===== src/rtl/sr_drive_pkg.sv =====
// Shared state encoding, timing defaults and counter sizing for the SR latch drive controller.
package sr_drive_pkg;

    localparam int DB_CYCLES_DEF = 4;
    localparam int PULSE_W_DEF   = 2;
    localparam int GAP_W_DEF     = 1;

    typedef enum logic [1:0] {
        IDLE  = 2'd0,
        SET_P = 2'd1,
        RST_P = 2'd2,
        GAP   = 2'd3
    } state_t;

    // Width that holds the longest of the pulse/gap terminal counts with headroom.
    function automatic int cnt_width(input int pulse_w, input int gap_w);
        int m;
        m = (pulse_w > gap_w) ? pulse_w : gap_w;
        return $clog2(m) + 1;
    endfunction

endpackage


===== src/rtl/sr_debounce.sv =====
// Two-flop synchronizer, stable-count debouncer and rising-edge strobe for one button.
module sr_debounce
    import sr_drive_pkg::*;
#(
    parameter int DB_CYCLES = DB_CYCLES_DEF
) (
    input  logic clk,
    input  logic rst,
    input  logic din,
    output logic rise
);

    localparam int            CW = $clog2(DB_CYCLES) + 1;
    localparam logic [CW-1:0] TC = CW'(DB_CYCLES - 1);

    logic          sync1;
    logic          sync2;
    logic          level;
    logic          level_d;
    logic [CW-1:0] cnt;

    always_ff @(posedge clk) begin
        if (rst) begin
            sync1   <= 1'b0;
            sync2   <= 1'b0;
            level   <= 1'b0;
            level_d <= 1'b0;
            cnt     <= '0;
        end else begin
            sync1   <= din;
            sync2   <= sync1;
            level_d <= level;
            // Any cycle that agrees with the current level restarts the count.
            if (sync2 == level) begin
                cnt <= '0;
            end else if (cnt == TC) begin
                level <= sync2;
                cnt   <= '0;
            end else begin
                cnt <= cnt + 1'b1;
            end
        end
    end

    assign rise = level & ~level_d;

endmodule


===== src/rtl/sr_drive_ctrl.sv =====
// Debounced set/reset buttons driving non-overlapping active-low pulses into an SR latch.
module sr_drive_ctrl
    import sr_drive_pkg::*;
#(
    parameter int DB_CYCLES = DB_CYCLES_DEF,
    parameter int PULSE_W   = PULSE_W_DEF,
    parameter int GAP_W     = GAP_W_DEF
) (
    input  logic CLK,
    input  logic RST,
    input  logic SET_REQ,
    input  logic RST_REQ,
    output logic SBAR,
    output logic RBAR,
    output logic Q_EXP,
    output logic BUSY,
    output logic CONFLICT
);

    localparam int            CW       = cnt_width(PULSE_W, GAP_W);
    localparam logic [CW-1:0] PULSE_TC = CW'(PULSE_W - 1);
    localparam logic [CW-1:0] GAP_TC   = CW'(GAP_W - 1);

    generate
        if (PULSE_W < 1 || GAP_W < 1 || DB_CYCLES < 1) begin : g_bad_param
            $error("sr_drive_ctrl: PULSE_W, GAP_W and DB_CYCLES must be >= 1");
        end
    endgenerate

    state_t        state;
    state_t        next_state;
    logic [CW-1:0] cnt;
    logic          pend_set;
    logic          pend_rst;
    logic          set_ev;
    logic          rst_ev;
    logic          want_set;
    logic          want_rst;
    logic          decide;
    logic          sbar_nxt;
    logic          rbar_nxt;
    logic          busy_nxt;
    logic          q_nxt;

    sr_debounce #(.DB_CYCLES(DB_CYCLES)) u_db_set (
        .clk  (CLK),
        .rst  (RST),
        .din  (SET_REQ),
        .rise (set_ev)
    );

    sr_debounce #(.DB_CYCLES(DB_CYCLES)) u_db_rst (
        .clk  (CLK),
        .rst  (RST),
        .din  (RST_REQ),
        .rise (rst_ev)
    );

    // Pending flags are always clear in IDLE, so this reduces to the raw events there.
    assign want_set = pend_set | set_ev;
    assign want_rst = pend_rst | rst_ev;

    always_ff @(posedge CLK) begin
        if (RST) begin
            state    <= IDLE;
            cnt      <= '0;
            pend_set <= 1'b0;
            pend_rst <= 1'b0;
            SBAR     <= 1'b1;
            RBAR     <= 1'b1;
            BUSY     <= 1'b0;
            Q_EXP    <= 1'b0;
        end else begin
            state <= next_state;
            if (next_state != state || next_state == IDLE) begin
                cnt <= '0;
            end else begin
                cnt <= cnt + 1'b1;
            end
            if (decide) begin
                pend_set <= 1'b0;
                pend_rst <= 1'b0;
            end else begin
                pend_set <= pend_set | set_ev;
                pend_rst <= pend_rst | rst_ev;
            end
            SBAR  <= sbar_nxt;
            RBAR  <= rbar_nxt;
            BUSY  <= busy_nxt;
            Q_EXP <= q_nxt;
        end
    end

    always_comb begin
        next_state = state;
        decide     = 1'b0;
        case (state)
            IDLE:         decide = 1'b1;
            SET_P, RST_P: if (cnt == PULSE_TC) next_state = GAP;
            GAP:          if (cnt == GAP_TC) decide = 1'b1;
            default:      next_state = IDLE;
        endcase
        // Reset always wins; a coincident set is dropped rather than queued.
        if (decide) begin
            if (want_rst) begin
                next_state = RST_P;
            end else if (want_set) begin
                next_state = SET_P;
            end else begin
                next_state = IDLE;
            end
        end
    end

    always_comb begin
        sbar_nxt = (next_state != SET_P);
        rbar_nxt = (next_state != RST_P);
        busy_nxt = (next_state != IDLE);
        q_nxt    = Q_EXP;
        if (next_state == SET_P && state != SET_P) begin
            q_nxt = 1'b1;
        end else if (next_state == RST_P && state != RST_P) begin
            q_nxt = 1'b0;
        end
        CONFLICT = decide & want_rst & want_set;
    end

endmodule


===== config.mk =====
export PLATFORM = sky130hd
export DESIGN_NAME = sr_drive_ctrl
export DESIGN_NICKNAME = d
export VERILOG_FILES = /design/src/rtl/sr_drive_pkg.sv /design/src/rtl/sr_debounce.sv /design/src/rtl/sr_drive_ctrl.sv
export SDC_FILE = /design/constraint.sdc
export NUM_CORES = 1
export LEC_CHECK = 0
export CORE_MARGIN = 2
export CORE_UTILIZATION = 30
export CTS_CLUSTER_SIZE = 28
export DETAILED_ROUTE_END_ITERATION = 8
export HOLD_SLACK_MARGIN = 0.05
export PLACE_DENSITY_LB_ADDON = 0.05
export SYNTH_ARGS = -nofsm -noshare
export SYNTH_HDL_FRONTEND = slang
export SYNTH_SLANG_ARGS = --single-unit

===== constraint.sdc =====
create_clock -name CLK -period 1.9 [get_ports CLK]
set_clock_uncertainty 0.1 [all_clocks]
set_input_delay 0.19 -clock CLK [delete_from_list [all_inputs] [get_ports CLK]]
set_output_delay 0.19 -clock CLK [all_outputs]
set_load 0.02 [all_outputs]

==> flow_summary.toml <==
[logic_synthesis]
synth-edff-count = 0
async_reset_ff_frac = 0
ys_types = 29
yosys.area_share.simple = 0.213
synth_nets = 119
synth-seq-area-share = 0.471
synth_flop_cell = "dfxtp_1"
yosys.area.top_type_share = 0.471
synth.most_common_cell = "dfxtp_1"
synth_mux_area_frac = 0.0196
post_synth_main_area_contributors = "dfxtp_1 (47%), ha_1 (12%), nor2_1 (4.8%)"
synth_seq_cells = 24
synth-compound-area-share = 0.113
ys_warn_count = 0
synth.top_cells.by_count = "dfxtp_1 (24), nor2_1 (13), ha_1 (10), inv_1 (10), nor2b_1 (6)"
synth_cells = 105
yosys.area.top_type = "dfxtp_1"
avgSynthCellArea_sq_um = 9.72
synth_area_sq_mm = 0.00102
synthAdderAreaFrac = 0.123
synth-xor-area-share = 0.0172
synth_top_family_by_area = "simple AND/OR/NAND/NOR gates"

[drt]
dr.pass1.iters = 4
via_per_inst = 4.33
drt_iter0_drc = 18
wirelength_met1_microns = 862
via_count = 753
wl_met3_microns = 43
met2_wirelength_microns = 929
routedWlPerCell_microns = 10.7
route.detailed.drc = 0
highest_layer = "met4"
drt-total-wl_microns = 1860
antenna_left = 0

[finish]
antenna_cells = 0
drive_gt1_frac = 0.203
multi_input_area_sq_um = 503
area_growth_pct = 29.4
fin_nets = 143
fill_cells = 352
seqCellArea_sq_um = 483

[clock_tree]
cts_buffers = 3
cts-htree-levels = 1
ctsHoldBuffers = 0
cts_tree = "done"
post_cts_buffers = 0
clock_sinks = 24
clk_pin_slew_worst_paths_ns = 0.13
cts_buffer_depth = 2
clock_latency_ns = 0.31
root_buffer = "clkbuf_4"

[die]
die_h_microns = 62.3
die_area_sq_mm = 0.00389
start_util = 0.308
die_w_microns = 62.3
fp.coreArea_sq_mm = 0.00331
num_rows = 21
io_pins = 9

[place]
dp_slack_ns = -0.122
io_buffer_count = 8
gp_congestion = 0.738
dp_hpwl_microns = 1490

[critical_path]
worst_setup_path_end_kind = "primary output"
r2r_cells = 7
cp_max_fo = 2
cp_slowest_cell = "dfxtp_2"
crit_path_cell_trace = "buf_4 -> ha_2 -> a21oi_1 -> or2_1 -> nor3_2 -> buf_4"
startpoint_type = "flop"
worstPathRequired_ns = 1.61
crit_cells = 6
r2r_slack_ns = 0.15
path_common_cell = "buf_4"
crit_arrival_ns = 1.50
crit_family = "simple AND/OR/NAND/NOR gates"
crit_buf_inv = 2
worst-setup-path-type = "flop to primary output"
cpPeakStageDelay_ns = 0.34

[global_route]
grt_max_degree = 19
grt.total_usage = 0.102
grt_overflow = 0
grt_pass1_vias = 738
antenna_found_initial = 0
grt_first_pass_wirelength_microns = 3200

[timing]
rsz0062_at_grt = "no"
slew_headroom = 0.796
period_needed_ns = 1.79
timing_max_transition_violations_final = 0
worst_pin_slew_ns = 0.301
worst_hold_slack_ns = 0.318
period_share = 0.940
setup-violations-final = 0
hold_viol = 0
postLayoutSetupSlackWorst_ns = 0.114
clock.fmax_mhz = 560

[pwr]
power.total_w = 0.00198
p_leak_nw = 0.514
ir_drop_mv = 0.689
power.density_mw_per_mm2 = 1500

[outcome]
outcome = "complete, no violations"

[worst_hold_path]
whs_path_depth = 2
hold_path_class = "input port to flop"

[flow_run]
max_cap_viol_count = 0
-- metal layers --
metal  track usage  vias up
li1              -      400
met1         0.118      344
met2         0.189        7
met3        0.0163        2
met4        0.0417        0
met5             0        -
-- stage by stage --
stage               cell area, sq um  setup TNS (ns)  utilization  cells
floorplan                       1030               0            -    105
global placement                1270         -0.0919        0.382    170
detailed placement              1270          -0.122        0.382    170
CTS                             1320               0        0.398    174
global route                    1320               0        0.399    174
finish                          1320               0        0.399    174
-- worst register-to-register path, cell delays in order, from the launching register on --
cell and delay [ns]:
dfxtp_2 0.36, inv_1 0.06, ha_1 0.28, buf_4 0.16, a211o_1 0.26, a21oi_1 0.17, or2_1 0.18, nand3b_1 0.09
-- what timing repair did --
action	in CTS	in global routing
endpoints found under the setup margin	1	1
pin swaps	0	2
gates resized for setup	6	2
hold endpoints to repair	0	0
-- final timing paths --
path | from | endpoint
worst max-delay path | state[0]$_SDFF_PP0_ | CONFLICT
worst min-delay path | RST_REQ | u_db_rst.sync1$_SDFF_PP0_
worst max register to register | state[1]$_SDFF_PP0_ | SBAR$_SDFF_PP1_
worst min register to register | u_db_rst.cnt[0]$_SDFF_PP0_ | u_db_rst.cnt[0]$_SDFF_PP0_
-- sequential cells by signal, indices dropped and copies added (netlist names) --
register,flops
BUSY,1
Q_EXP,1
RBAR,1
SBAR,1
cnt,2
pend_rst,1
pend_set,1
state,2
u_db_rst.cnt,3
u_db_rst.level,1
u_db_rst.level_d,1
u_db_rst.sync1,1
u_db_rst.sync2,1
u_db_set.cnt,3
u_db_set.level,1
u_db_set.level_d,1
u_db_set.sync1,1
u_db_set.sync2,1
-- cell families (layout without fill, tap and decap cells) --
kind of cell	count (synthesis)	in the layout
adder cells (fa/ha/maj)	10	10
multiplexers	2	2
flip-flops	24	24
AND/OR/NAND/NOR	41	41
buffers and inverters	12	35
XOR/XNOR	2	2
AO/OA/AOI/OAI	14	14
-- cell usage in the layout (no fill, tap or decap), types with 3 or more instances in the layout --
cell             count
a21oi_1              3
ha_1                 9
nor2_1              13
dfxtp_1             22
buf_4               13
clkbuf_4             3
nand3_1              5
clkdlybuf4s50_1      7
inv_1               10
nor3_1               3
nor2b_1              6
-- power by group --
part           total, W  switching (W)  internal, W
combinational   0.00101       0.000529     0.000481
clock          0.000361       0.000148     0.000213
sequential     0.000609      0.0000291     0.000580
-- cell type report --
| type | instances | area share |
|---|---|---|
| Multi-Input combinational cell | 69 | 0.381 |
| Timing Repair Buffer | 21 | 0.142 |
| Clock buffer | 3 | 0.0170 |
| Sequential cell | 24 | 0.366 |
| Inverter | 10 | 0.0284 |
| Tap cell | 46 | 0.0436 |
| Clock inverter | 1 | 0.0227 |
Power figures use the tool's default switching activity.
